==> src/rtl/kgp_pkg.sv <==
`default_nettype none
// ============================================================================
// Package : kgp_pkg
// Shared widths and the writeback entry type for the KGP-RISC register bank.
// Rev     : 1.0
// ============================================================================
package kgp_pkg;
    localparam int ADDR_W   = 5;
    localparam int DATA_W   = 32;
    localparam int NUM_REGS = 32;

    typedef struct packed {
        logic [ADDR_W-1:0] dr;
        logic [DATA_W-1:0] data;
    } wb_entry_t;
endpackage
`default_nettype wire

==> src/rtl/wb_fifo.sv <==
`default_nettype none
// ============================================================================
// Module : wb_fifo
// Generic in-order circular FIFO that also exports a per-slot key/valid view.
// Rev    : 1.0
// ============================================================================
module wb_fifo #(
    parameter int DEPTH = 4,
    parameter int WIDTH = 37,
    parameter int KEY_W = 5
) (
    input  logic                   clk,
    input  logic                   reset,
    input  logic                   i_push,
    input  logic                   i_pop,
    input  logic [WIDTH-1:0]       i_din,
    output logic [WIDTH-1:0]       o_dout,
    output logic                   o_full,
    output logic                   o_empty,
    output logic [DEPTH*KEY_W-1:0] o_keys,
    output logic [DEPTH-1:0]       o_valid
);
    localparam int            PW     = $clog2(DEPTH);
    localparam logic [PW:0]   C_FULL = (PW+1)'(DEPTH);

    logic [WIDTH-1:0] r_mem [DEPTH];
    logic [PW-1:0]    r_rd_ptr;
    logic [PW-1:0]    r_wr_ptr;
    logic [PW:0]      r_count;
    logic             w_do_push;
    logic             w_do_pop;

    assign o_full    = (r_count == C_FULL);
    assign o_empty   = (r_count == '0);
    assign w_do_push = i_push && !o_full;
    assign w_do_pop  = i_pop && !o_empty;
    assign o_dout    = o_empty ? '0 : r_mem[r_rd_ptr];

    // Pointers wrap naturally because DEPTH is a power of two.
    always_ff @(posedge clk or posedge reset) begin
        if (reset) begin
            r_rd_ptr <= '0;
            r_wr_ptr <= '0;
            r_count  <= '0;
            for (int i = 0; i < DEPTH; i++) begin
                r_mem[i] <= '0;
            end
        end else begin
            if (w_do_push) begin
                r_mem[r_wr_ptr] <= i_din;
                r_wr_ptr        <= r_wr_ptr + 1'b1;
            end
            if (w_do_pop) begin
                r_rd_ptr <= r_rd_ptr + 1'b1;
            end
            case ({w_do_push, w_do_pop})
                2'b10:   r_count <= r_count + 1'b1;
                2'b01:   r_count <= r_count - 1'b1;
                default: r_count <= r_count;
            endcase
        end
    end

    // A slot is live when its distance from the read pointer is below count.
    for (genvar i = 0; i < DEPTH; i++) begin : g_view
        logic [PW-1:0] w_off;
        assign w_off                     = PW'(i) - r_rd_ptr;
        assign o_valid[i]                = ({1'b0, w_off} < r_count);
        assign o_keys[i*KEY_W +: KEY_W]  = r_mem[i][WIDTH-1 -: KEY_W];
    end
endmodule
`default_nettype wire

==> src/rtl/kgp_writeback.sv <==
`default_nettype none
// ============================================================================
// Module : kgp_writeback
// ALU/load result arbiter and writeback queue feeding the register bank port.
// Rev    : 1.0
// ============================================================================
module kgp_writeback #(
    parameter int DEPTH  = 4,
    parameter int DATA_W = kgp_pkg::DATA_W,
    parameter int ADDR_W = kgp_pkg::ADDR_W
) (
    input  logic              clk,
    input  logic              reset,
    input  logic              alu_valid,
    output logic              alu_ready,
    input  logic [ADDR_W-1:0] alu_dr,
    input  logic [DATA_W-1:0] alu_data,
    input  logic              mem_valid,
    output logic              mem_ready,
    input  logic [ADDR_W-1:0] mem_dr,
    input  logic [DATA_W-1:0] mem_data,
    input  logic              wb_en,
    output logic              write,
    output logic [ADDR_W-1:0] dr,
    output logic [DATA_W-1:0] wrData,
    output logic [31:0]       pend_mask,
    output logic              full,
    output logic              empty
);
    localparam int C_NREGS = kgp_pkg::NUM_REGS;
    localparam int C_ENT_W = ADDR_W + DATA_W;

    logic                      w_full;
    logic                      w_empty;
    logic [C_ENT_W-1:0]        w_head;
    logic [DEPTH*ADDR_W-1:0]   w_keys;
    logic [DEPTH-1:0]          w_valid;
    logic                      w_mem_hs;
    logic                      w_alu_hs;
    logic                      w_push;
    logic [ADDR_W-1:0]         w_push_dr;
    logic [DATA_W-1:0]         w_push_data;
    logic [C_NREGS-1:0]        w_pend;

    // Loads win arbitration; an ALU result waits while a load is offered.
    assign mem_ready   = !w_full;
    assign alu_ready   = !w_full && !mem_valid;
    assign w_mem_hs    = mem_valid && mem_ready;
    assign w_alu_hs    = alu_valid && alu_ready;
    assign w_push_dr   = w_mem_hs ? mem_dr   : alu_dr;
    assign w_push_data = w_mem_hs ? mem_data : alu_data;
    assign w_push      = (w_mem_hs || w_alu_hs) && (w_push_dr != '0);

    wb_fifo #(
        .DEPTH (DEPTH),
        .WIDTH (C_ENT_W),
        .KEY_W (ADDR_W)
    ) u_fifo (
        .clk     (clk),
        .reset   (reset),
        .i_push  (w_push),
        .i_pop   (write),
        .i_din   ({w_push_dr, w_push_data}),
        .o_dout  (w_head),
        .o_full  (w_full),
        .o_empty (w_empty),
        .o_keys  (w_keys),
        .o_valid (w_valid)
    );

    assign write  = !w_empty && wb_en;
    assign dr     = w_head[C_ENT_W-1 -: ADDR_W];
    assign wrData = w_head[DATA_W-1:0];
    assign full   = w_full;
    assign empty  = w_empty;

    // r0 is never enqueued, so bit 0 is left clear by starting at j=1.
    always_comb begin
        w_pend = '0;
        for (int i = 0; i < DEPTH; i++) begin
            for (int j = 1; j < C_NREGS; j++) begin
                if (w_valid[i] && (w_keys[i*ADDR_W +: ADDR_W] == ADDR_W'(j))) begin
                    w_pend[j] = 1'b1;
                end
            end
        end
    end

    assign pend_mask = w_pend;
endmodule
`default_nettype wire
==> config.mk <==
export PLATFORM = sky130hd
export DESIGN_NAME = kgp_writeback
export DESIGN_NICKNAME = d
export VERILOG_FILES = /design/src/rtl/kgp_pkg.sv /design/src/rtl/wb_fifo.sv /design/src/rtl/kgp_writeback.sv
export SDC_FILE = /design/constraint.sdc
export NUM_CORES = 1
export LEC_CHECK = 0
export ABC_CLOCK_PERIOD_IN_PS = 6450
export CAP_MARGIN = 20
export CORE_UTILIZATION = 50
export CTS_BUF_LIST = sky130_fd_sc_hd__clkbuf_4 sky130_fd_sc_hd__clkbuf_8
export DETAILED_ROUTE_END_ITERATION = 10
export GPL_TIMING_DRIVEN = 0
export HOLD_SLACK_MARGIN = 0.06
export PLACE_DENSITY = 0.78
export SKIP_LAST_GASP = 1
export SYNTH_ARGS = -nofsm -noshare
export SYNTH_HDL_FRONTEND = slang
export SYNTH_SLANG_ARGS = --single-unit
==> constraint.sdc <==
create_clock -name clk -period 6.45 [get_ports clk]
set_input_delay 1.935 -clock clk [delete_from_list [all_inputs] [get_ports clk]]
set_output_delay 1.935 -clock clk [all_outputs]
set_load 0.01 [all_outputs]
Word-level counts from Yosys, hierarchy flattened
Cells that the tools add are included.
W data, S select, Z words.
{"block": "classes", "add_sub_neg": 8, "n_mul": 0, "n_div": 0, "magnitude_cmp": 7, "eq_ne": 127, "shifts": 0, "muxes": 134, "bitwise": 2, "reduce_logical": 139}
{"cell": "$eq A5 B5 Y1 const B", "n": 64}
{"cell": "$eq A5 B4 Y1 const B", "n": 32}
{"cell": "$bwmux W148", "n": 1}
{"cell": "$mux W37", "n": 4}
{"cell": "$logic_and A1 B1 Y1", "n": 132}
{"cell": "$mux W1", "n": 124}
{"cell": "$eq A5 B3 Y1 const B", "n": 16}
{"cell": "$bmux W37 S2", "n": 1}
{"cell": "$demux W37 S2", "n": 1}
{"cell": "$eq A5 B2 Y1 const B", "n": 8}
{"cell": "$mux W32", "n": 1}
{"cell": "$eq A5 B1 Y1 const B", "n": 4}
{"cell": "$lt A2 B3 Y1", "n": 4}
{"cell": "$ge A3 B3 Y1 const B", "n": 2}
{"cell": "$not A2 Y3", "n": 2}
{"cell": "$pmux W3 S2", "n": 1}
{"cell": "$mux W5", "n": 1}
{"cell": "$reduce_bool A5 Y1", "n": 1}
{"cell": "$add A2 B1 Y2 const B", "n": 2}
{"cell": "$sub A1 B2 Y2 const A", "n": 2}
{"cell": "$sub A2 B2 Y2 const A", "n": 2}
{"cell": "$add A3 B1 Y3 const B", "n": 1}
{"cell": "$eq A3 B3 Y1 const B", "n": 1}
{"cell": "$logic_not A1 Y1", "n": 3}
{"cell": "7 further kinds", "n": 7}
{"block": "totals", "reg_bits": 155, "latch_bits": 0, "ramBits": 0, "romBits": 0, "input_bits": 79, "memories": 0}

Depth between registers and ports, before layout
{"block": "depth", "ltp_word": 9, "ltp_mapped": 13}

Modules after synthesis
A second synthesis with hierarchy kept.
{"block": "hier_totals", "hier_cells": 672, "hier_area_um2": 9043.7}
{"mod": "wb_fifo", "n_inst": 1, "cells_per_inst": 475, "area_per_inst_um2": 7402.1, "seq_area_each_um2": 3878.7}
{"mod": "kgp_writeback", "n_inst": 1, "cells_per_inst": 197, "area_per_inst_um2": 1641.6, "seq_area_each_um2": 0.0}

Least setup slack after synthesis
No wires, ideal clock.
{"block": "synth_path", "path_type": "register to output", "startpoint": "register u_fifo.r_rd_ptr[0]", "endpoint": "output port pend_mask[19]", "t_arrival_ns": 2.699, "required_time_ns": 4.515, "path_slack_ns": 1.816, "path_stages_with_launch": 8, "cell_sequence": "dfrtp_1 clkbuf_1 buf_1 xnor2_1 ha_1 nor2b_1 a2111oi_0 a221o_1"}
{"block": "synth_via", "elab_chain_cells": 7, "word_cells_on_any_way": 16, "classes_between": "add/sub: 4; order compare: 4; mux: 4; reduce/logical: 4"}
{"element": "start, declared", "line": "wb_fifo.sv:27", "text": "logic [PW-1:0] r_rd_ptr;"}
{"element": "start signal, assigned", "line": "wb_fifo.sv:54", "text": "r_rd_ptr <= r_rd_ptr + 1'b1;"}
{"element": "$sub A1 B2 Y2", "line": "wb_fifo.sv:67", "text": "assign w_off = PW'(i) - r_rd_ptr;"}
{"element": "$lt A2 B3 Y1", "line": "wb_fifo.sv:68", "text": "assign o_valid[i] = ({1'b0, w_off} < r_count);"}
{"element": "$logic_and A1 B1 Y1", "line": "kgp_writeback.sv:82", "text": "if (w_valid[i] && (w_keys[i*ADDR_W +: ADDR_W] == ADDR_W'(j))) begin"}
{"element": "$mux W1 (3 in series)", "line": "kgp_writeback.sv:82"}
{"element": "$mux W1 *", "line": "kgp_writeback.sv:82"}
{"element": "end, declared", "line": "kgp_writeback.sv:26", "text": "output logic [31:0] pend_mask,"}
Mark *: on every way between the ends. The rest lies on a longest branch, timed or not.

Worst setup path after layout
{"block": "layout_path", "startpoint": "register u_fifo.r_rd_ptr[0]", "endpoint": "output port pend_mask[6]"}
Same word-level chain as after synthesis.

==> summary.txt <==
Routing
  • Via count: 6754
  • Routed Antenna Nets: 0
  • DR WL/cell: 22.1 um
  • Initial drt markers: roughly 530
  • DRT Pass-1 Iters: 4
  • Vias/cell: 6.02
  • DRT Wirelength: 24700 um
  • Drt drc: 0

Clock tree
  • TritonCTS Buffers: 17
  • Clock sink total: between 150 and 200
  • # H-tree levels: 4
  • Post-CTS setup buffer count: 0
  • Root buf cell: clkbuf_8
  • CTS tree: done
  • Clock buffer depth: 2
  • Hold_buf cts: 0
  • Clock latency on the worst-skew pair: 0.46 ns
  • Worst-path clk slew: 0.09 ns

Placed design
  • Final HPWL DP: between 15000 and 20000 um
  • Buffers on Ports: 150
  • Gpl congestion: 0.984
  • Dpl cells: 1089

Pwr
  • NetSw: 0.00264 W
  • Static leakage: around 4.9 nW
  • PwrDens: 586 nW/um^2
  • Switching share of power: 0.383
  • Comb pwr share: 0.629
  • Internal power: 0.00425 W
  • Sequential power share: 0.266
  • Clock share of power: 0.105
  • Peak supply drop: 0.375 mV

Logic synthesis
  • Post-synthesis sequential area ratio: 0.408
  • Top FF cell, synth: dfrtp_1
  • Gate count of the mapped netlist: 701
  • Top cells by area, synth: dfrtp_1 (41%), mux2_4 (19%), mux4_2 (8.8%), mux2_2 (6.8%), nor2b_1 (3.3%)
  • Distinct cells, synth: 53
  • Syn Nets: between 700 and 800
  • Synthesized cell area: 9500 um^2
  • Post-synth ARST share: 1.00
  • Post-synth EDFFs: 0
  • Top cell type's share of synthesized area: 0.408
  • FF+latch count, synth: 155
  • Synthesis warning total: 0
  • Synth area leader: dfrtp_1
  • Syn_area_per_cell: 13.5 um^2

Min path
  • Worst Hold Class: register to register
  • Hold wc startpoint: u_fifo.r_mem[13]$_DFFE_PP0P_
  • WHS Endpoint: u_fifo.r_mem[13]$_DFFE_PP0P_
  • Hold Path Depth: 1

Finish
  • Register area: a little under 4000 um^2
  • Finished Layout Cells: roughly 1100
  • Multi-input combinational cell area: 5270 um^2
  • Layout Nets: 963
  • Filler cells: 1404
  • Diodes inserted: 0
  • Ratio of cells with drive above 1 in the final layout: 0.316
  • Area grow syn2layout: 23.7%

Timing
  • Max Clock Freq: roughly 170 MHz
  • Final setup vio count: 0
  • Fin. Hold Viols: 0
  • Hold Slack: 0.511 ns
  • Clock period minus worst slack: 6.05 ns
  • Sum Neg Setup Slack: 0 ns
  • Pins Over Slew Limit: 0
  • Worst Skew: between 0.015 and 0.02 ns
  • RSZ-0062 raised after global routing: no
  • Tcrit/Tclk final: 0.938
  • Slew Limit Headroom: 0.334
  • Tightest Pin Transition: around 1 ns

Global route
  • Initial antenna violation count: 0
  • First-pass GRT wire length: 38700 um
  • Largest net degree at the start of global routing: 99
  • All-Layer GR Usage: 0.262
  • Vias in the first global route: 6875
  • GRT overflow: 0

Floorplanning
  • IO Pins: 153
  • Std-Cell Rows: 50
  • DIE WIDTH: 140 um
  • Core Region: roughly 19000 um^2
  • Initial Utilization: 0.509
  • Die Area: 19500 um^2
  • Die Y: 140 um

Job
  • Max_cap viols: 0

Critical path
  • Setup CP Type: register to output port
  • Worst Setup Start Kind: register
  • R2R Setup Slk: 3.45 ns
  • Req. time, crit path: around 4.5 ns
  • Crit. End Element: output port
  • R2R cell count: 13
  • Worst R2R Start: u_fifo.r_count[2]$_DFFE_PP0P_
  • Crit-path max FO: 10
  • CP arrival: 4.12 ns
  • Reg2Reg Capture Point: u_fifo.r_count[2]$_DFFE_PP0P_

Run status
  • Outcome: complete, no violations
-- how the worst max path moves through the flow --
stage	cells after the start	end	slack (ns)	start
after global routing	9	pend_mask[18]	0.1	u_fifo.r_rd_ptr[0]$_DFFE_PP0P_
after detailed placement	9	pend_mask[18]	0.63	u_fifo.r_rd_ptr[0]$_DFFE_PP0P_
after floorplan	1	u_fifo.o_keys[0]$_DFFE_PP0P_	0.34	reset
after CTS	9	pend_mask[18]	0.09	u_fifo.r_rd_ptr[0]$_DFFE_PP0P_
after global placement	2	u_fifo.o_keys[15]$_DFFE_PP0P_	-1.69	reset
final	10	pend_mask[6]	0.40	u_fifo.r_rd_ptr[0]$_DFFE_PP0P_
-- cells in the mapped netlist, types with 10 or more instances --
cell type  count
dfrtp_1      155
mux2_4       120
mux2_2        57
nor2b_1       50
mux4_2        37
inv_1         22
nand2b_1      20
o221ai_1      20
nand2_1       18
clkbuf_1      15
nor2_1        15
buf_6         12
o2111ai_1     11
buf_1         10
-- placed cells by master, fill, tap and decap left out, types with 19 or more instances in the layout --
| cell type | count |
|---|---|
| nand2b_1 | 20 |
| mux2_4 | 120 |
| nor2b_1 | 50 |
| inv_1 | 21 |
| clkbuf_8 | 19 |
| dfrtp_1 | 155 |
| mux4_2 | 37 |
| mux2_2 | 57 |
| clkdlybuf4s50_1 | 150 |
| o221ai_1 | 20 |
-- stage by stage --
step / utilization / instance area (um^2) / power (W) / setup slack [ns]
3_3_place_gp: 0.606 / 11300 / 0.00604 / -1.69
5_1_grt: 0.630 / 11800 / 0.00726 / 0.0976
4_1_cts: 0.630 / 11700 / 0.00687 / 0.0885
3_5_place_dp: 0.609 / 11400 / 0.00612 / 0.632
6_report: 0.630 / 11800 / 0.00689 / 0.398
2_1_floorplan: - / 9500 / 0.00460 / 0.337
-- layer usage --
metal,vias up,GRT usage,part of all wire
met3,39,0.0626,0.064
met2,272,0.399,0.47
met5,-,0,0
li1,3009,-,-
met1,3434,0.366,0.44
met4,0,0.0914,0.024
-- cell families (layout without fill, tap and decap cells) --
logic type,Yosys count,in the layout,synth area share
muxes,223,223,0.355
DFF,155,155,0.408
and+or+nand+nor,140,140,0.0902
AOI/OAI and AO/OA,99,99,0.0888
buffers and inverters,66,252,0.0372
adders and majority gates,10,10,0.0140
xor gates and xnor gates,7,7,0.00646
other,1,1,0.000395
-- final cells by class --
type,count,area share
Multi-Input combinational cell,480,0.449
Inverter,23,0.00777
Sequential cell,155,0.330
Timing Repair Buffer,154,0.132
Clock buffer,21,0.0235
Clock inverter,11,0.00937
Tap cell,234,0.0249
Buffer,43,0.0232
-- power by group through the flow --
stage,logic (W),registers (W),clock network (W)
floorplan,0.00289,0.00171,0
global placement,0.00423,0.00181,0
detailed placement,0.00430,0.00183,0
CTS,0.00432,0.00182,0.000737
global route,0.00459,0.00189,0.000777
finish,0.00433,0.00183,0.000724
-- state kept, by name, indices dropped and copies added, names as in the netlist --
name	cells
u_fifo.r_rd_ptr	2
u_fifo.r_mem	128
u_fifo.o_keys	20
u_fifo.r_count	3
u_fifo.r_wr_ptr	2
-- worst max-delay path, cell delays in order, from the launching register on --
cell and delay, ns:
dfrtp_1 0.33, clkbuf_1 0.34, clkdlybuf4s15_1 0.78, xnor2_1 0.18, ha_1 0.34, nor2b_1 0.18, a2111oi_0 0.50, buf_2 0.24
a22oi_1 0.07, o221ai_1 0.11, clkdlybuf4s50_1 0.58
-- repair_timing --
action,4_1_cts,5_1_grt
resized for setup,0,2
endpoints found under the hold margin,0,0
endpoints found under the setup margin,0,4
Note: power is estimated with default switching activity, not from simulation.
